`config.mk`:
```
export PLATFORM = sky130hd
export DESIGN_NAME = facto_ctrl_p
export DESIGN_NICKNAME = d
export VERILOG_FILES = /design/src/rtl/facto_ctrl_p.sv
export SDC_FILE = /design/constraint.sdc
export NUM_CORES = 1
export LEC_CHECK = 0
export CELL_PAD_IN_SITES_DETAIL_PLACEMENT = 1
export CELL_PAD_IN_SITES_GLOBAL_PLACEMENT = 2
export CORE_ASPECT_RATIO = 1.25
export CORE_MARGIN = 10
export CORE_UTILIZATION = 27
export DETAILED_ROUTE_END_ITERATION = 10
export GPL_TIMING_DRIVEN = 0
export PLACE_DENSITY_LB_ADDON = 0.1
export SYNTH_ARGS = -nofsm -noshare
export SYNTH_HDL_FRONTEND = slang
export SYNTH_SLANG_ARGS = --single-unit
```
`constraint.sdc`:
```
create_clock -name clk -period 5.8 [get_ports clk]
set_input_delay 0.58 -clock clk [delete_from_list [all_inputs] [get_ports clk]]
set_output_delay 0.58 -clock clk [all_outputs]
set_load 0.02 [all_outputs]
```
`src/rtl/facto_ctrl_p.sv`:
```
// facto_ctrl_p: factorial sequencer driving an external multiplier, with overflow saturation and a multiplier watchdog.
module facto_ctrl_p #(
    parameter int W       = 64,
    parameter int RW      = 2 * W,
    parameter int TIMEOUT = 255
) (
    input  logic            clk,
    input  logic            reset,
    input  logic            start,
    input  logic            clear,
    input  logic [W-1:0]    operand,
    output logic            busy,
    output logic            done,
    output logic [RW-1:0]   result,
    output logic            overflow,
    output logic            fault,
    output logic            m_start,
    output logic            m_clear,
    output logic [RW-1:0]   m_multiplicand,
    output logic [W-1:0]    m_multiplier,
    input  logic            m_done,
    input  logic [RW+W-1:0] m_product
);
    localparam int WDW = $clog2(TIMEOUT + 1);
    typedef enum logic [1:0] {IDLE, MSTART, MWAIT, DONE} state_t;
    state_t         state, state_n;
    logic [RW-1:0]  acc, acc_n;
    logic [W-1:0]   cnt, cnt_n;
    logic [WDW-1:0] wd, wd_n;
    logic           ovf_n, flt_n, mclr_n;
    always_comb begin
        state_n = state;
        acc_n   = acc;
        cnt_n   = cnt;
        wd_n    = wd;
        ovf_n   = overflow;
        flt_n   = fault;
        mclr_n  = 1'b0;
        if (clear) begin
            state_n = IDLE;
            acc_n   = '0;
            cnt_n   = '0;
            wd_n    = '0;
            ovf_n   = 1'b0;
            flt_n   = 1'b0;
            mclr_n  = state == MSTART || state == MWAIT;
        end else begin
            case (state)
                IDLE, DONE: if (start) begin
                    cnt_n   = operand;
                    acc_n   = RW'(1);
                    ovf_n   = 1'b0;
                    flt_n   = 1'b0;
                    state_n = operand < W'(2) ? DONE : MSTART;
                end
                MSTART: begin
                    state_n = MWAIT;
                    wd_n    = '0;
                end
                MWAIT: if (m_done) begin
                    if (|m_product[RW+W-1:RW]) begin
                        ovf_n   = 1'b1;
                        acc_n   = '1;
                        state_n = DONE;
                    end else begin
                        acc_n   = m_product[RW-1:0];
                        cnt_n   = cnt - 1'b1;
                        state_n = cnt_n == W'(1) ? DONE : MSTART;
                    end
                end else if (wd == WDW'(TIMEOUT - 1)) begin
                    flt_n   = 1'b1;
                    mclr_n  = 1'b1;
                    state_n = DONE;
                end else begin
                    wd_n = wd + 1'b1;
                end
                default: state_n = IDLE;
            endcase
        end
    end
    // m_start and operand outputs trail the MSTART state by one cycle so every output stays a flop
    always_ff @(posedge clk) begin
        if (reset) begin
            state          <= IDLE;
            acc            <= '0;
            cnt            <= '0;
            wd             <= '0;
            busy           <= 1'b0;
            done           <= 1'b0;
            result         <= '0;
            overflow       <= 1'b0;
            fault          <= 1'b0;
            m_start        <= 1'b0;
            m_clear        <= 1'b0;
            m_multiplicand <= '0;
            m_multiplier   <= '0;
        end else begin
            state          <= state_n;
            acc            <= acc_n;
            cnt            <= cnt_n;
            wd             <= wd_n;
            busy           <= state_n == MSTART || state_n == MWAIT;
            done           <= state_n == DONE;
            result         <= state_n == DONE ? acc_n : (clear ? '0 : result);
            overflow       <= ovf_n;
            fault          <= flt_n;
            m_start        <= state == MSTART && !clear;
            m_clear        <= mclr_n;
            m_multiplicand <= acc;
            m_multiplier   <= cnt;
        end
    end
endmodule

```
==> impl_metrics.csv <==
group,metric,value,unit
cells_and_area,drive_above_1_share,4.72,%
global_routing,grt_use_total,22.6,%
drt,dr.first_iter.drc_count,927,
global_routing,grt_pass1_wl,147,mm
clock_network,clock-sinks,528,
floorplanning,num_io_pins,587,
min_path,hold_depth,1,
yosys,synth_edf_count,0,
critical_path,reg2regPathDepth,16,
yosys,synth_top_area_share,52.9,%
floorplanning,die_h,324,microns
yosys,yosys_warnings,0,
sta,tns,0,ns
drt,remaining_drc_errors,0,
global_routing,grt_pass1_vias,21700,
sta,hold_viol_final,0,
placed_design,routabilityCongestion,0.929,
cells_and_area,num-nets-final,3273,
yosys,syn_nets,2624,
critical_path,critical_path_class,"reg2reg",
global_routing,grt_max_degree,17,
floorplanning,core_area,73300,sq um
critical_path,r2r_slack,0.38,ns
yosys,syn_inst,2354,
sta,clock_skew,0.0349,ns
pwr,power.density,303,nW/um^2
clock_network,clock-root-buffer,"clkbuf_16",
yosys,synth_seq_cells,528,
min_path,min_path_type,"reg2reg",
yosys,ys_types,55,
floorplanning,start_util,27.3,%
placed_design,io_buffers,585,
cells_and_area,syn_to_final_growth,45.9,%
drt,routedWlPerCell,25.2,microns
pwr,p_leak,0.0103,uW
sta,slew_headroom,10.4,%
drt,vias,20000,
min_path,min_to,"m_multiplicand[125]$_SDFF_PP0_",
critical_path,rr_endpoint,"result[63]$_SDFFE_PP0P_",
sta,fin_ws,0.380,ns
sta,setup_viol,0,
placed_design,hpwlAfterDp,79.3,mm
min_path,hold_start,"acc[125]$_SDFF_PP0_",
run,drv_cap,0,
cells_and_area,final_common_cell,"clkdlybuf4s50_1",
placed_design,dp_slack,-1.03,ns
global_routing,overflow,0,
drt,drtAntennaViolNets,0,
drt,wl,101,mm
critical_path,crit_path_start_kind,"flip-flop",
critical_path,worstPathRequired,6.32,ns
sta,clock.fmax,0.185,GHz
global_routing,antenna_found_initial,16,
sta,rsz0062_at_grt,"no",
critical_path,cp_max_fo,10,
sta,worst_pin_slew,1.34,ns
pwr,ir_drop,0.255,mV
drt,firstDrtPassIters,4,
yosys,syn_area,20000,sq um
run_status,outcome,"finished, final reports clean",
drt,routed_via_density,4.97,
floorplanning,rows,111,
sta,hold_ws,0.462,ns
clock_network,cts_tree,"built",
critical_path,reg2reg_from,"cnt[0]$_SDFFE_PP0P_",
floorplanning,die_area,85400,sq um
sta,drv_slew,0,
yosys,synth-async-reset-ratio,0,%
clock_network,cts_buffers,58,
clock_network,h-tree-depth,2,
yosys,avgSynthCellArea,8.50,sq um
clock_network,clockBufferDepth,3,
critical_path,arrival,5.94,ns
cells_and_area,final_cell_mix,"clkdlybuf4s50_1 (585), nor2_1 (575), dfxtp_1 (528), a21oi_1 (202), nor2b_1 (192)",
floorplanning,die_x,263,microns
sta,period_needed,5.42,ns
yosys,yosysTopAreaCell,"dfxtp_1",
yosys,seq_area_frac_synth,52.9,%
clock_network,clkTransAtPathRegs,0.06,ns
sta,finalCritPeriodShare,93.4,%
yosys,synth_flop_cell,"dfxtp_1",
clock_network,clk_latency,0.64,ns
critical_path,worst_setup_path_end_kind,"flip-flop",
yosys,synth_area_leaders,"dfxtp_1 (53%), nor2_1 (11%), nor2b_1 (6.0%)",
## worst max path at each step
stage                                     from                       end  slack [ns]  cells past startpoint
after floorplan           cnt[24]$_SDFFE_PP0P_  result[100]$_SDFFE_PP0P_        1.26                     15
after global placement     cnt[5]$_SDFFE_PP0P_   result[19]$_SDFFE_PP0P_       -1.21                     14
after detailed placement   cnt[5]$_SDFFE_PP0P_   result[25]$_SDFFE_PP0P_       -1.03                     14
after CTS                  cnt[0]$_SDFFE_PP0P_  result[109]$_SDFFE_PP0P_       0.004                     16
after global routing       cnt[0]$_SDFFE_PP0P_   result[57]$_SDFFE_PP0P_        0.03                     18
final                      cnt[0]$_SDFFE_PP0P_   result[63]$_SDFFE_PP0P_        0.38                     16
## per-stage QoR
step,total power (uW),cell area [sq um],utilization [%],cells
after global placement,5030,27100,36.9,3899
after floorplan,4400,20000,-,2354
after CTS,8930,29100,39.7,4010
final,8850,29200,39.8,4018
after detailed placement,5040,27100,36.9,3900
after global routing,9200,29200,39.8,4016
## Yosys cell counts (all sizes together), types with 2 or more instances
library cell	n
nor4	62
clkbuf	179
a21o	2
o221ai	9
o31a	5
nor3	55
or4	14
nor2b	192
nand2	52
xor2	13
or4b	2
nand3	32
nand2b	4
and2	15
o21a	6
a21oi	202
or2	8
or3	14
ha	9
nor4b	5
o2111ai	4
a2111oi	2
o31ai	11
inv	20
dfxtp	528
nand3b	3
buf	15
xnor2	6
nor3b	5
mux2i	5
a211oi	134
o21ai	69
nor2	575
nand4	22
a31oi	5
nand4b	5
and3	7
a22oi	48
## sequential cells by signal, indices dropped and copies added (netlist names)
register	flops
m_multiplicand	128
m_clear	1
overflow	1
cnt	64
fault	1
state	2
result	128
wd	8
busy	1
acc	128
m_multiplier	64
m_start	1
done	1
## layer usage
layer / part of all wire, % / global-route usage, % / wire length (microns) / up-vias
li1: - / - / - / 9381
met1: 36 / 23.4 / 36900 / 9829
met2: 52 / 41.4 / 52500 / 577
met3: 7.9 / 7.67 / 8030 / 170
met4: 3.8 / 9.05 / 3800 / 14
met5: 0.10 / 0 / 101 / -
## cell families after synthesis
group | Yosys count | share of synthesized area, %
AOI/OAI and AO/OA | 504 | 15.7
xor gates and xnor gates | 19 | 0.832
adders and majority gates | 9 | 0.563
buffers and inverters | 214 | 4.10
DFF | 528 | 52.9
muxes | 5 | 0.250
and+or+nand+nor | 1075 | 25.7
## what timing repair did
| item | in CTS | in global routing |
|---|---|---|
| buffers inserted | 2 | 2 |
| hold buffers | 0 | 0 |
| pin swaps | 1 | 1 |
| resized for setup | 12 | 22 |
| endpoints found under the setup margin | 128 | 122 |
| cloned | 0 | 0 |
## area by class of cell
cell class                      instances  area, sq um
Buffer                                193          763
Timing Repair Buffer                  590         5890
Inverter                               20         75.1
Sequential cell                       528        10600
Multi-Input combinational cell       1612         8670
Clock buffer                           84         1700
Clock inverter                         24          288
Tap cell                              960         1200
Antenna cell                            7         17.5
Fill cell                            8597        44200
## worst max-delay path: stages, from the launching register on
cell and delay, ns:
dfxtp_1 0.37, inv_1 0.16, ha_1 0.17, clkbuf_1 0.35, or4b_2 0.71, nor4_4 0.33, nand3_2 0.28, nand2_1 0.17
o2111ai_1 0.12, or4b_1 0.55, or4_4 0.53, o21ai_1 0.22, ha_1 0.27, buf_2 0.39, clkbuf_2 0.34, nor2_1 0.07
a211oi_1 0.26
## report_power, final
part | leakage, uW | switching, uW | internal [uW]
clock network | 0.000970 | 1650 | 2220
logic | 0.00508 | 796 | 453
registers | 0.00426 | 46.3 | 3690
total | 0.0103 | 2490 | 6360
No activity file was read; power rests on OpenSTA's default activity.
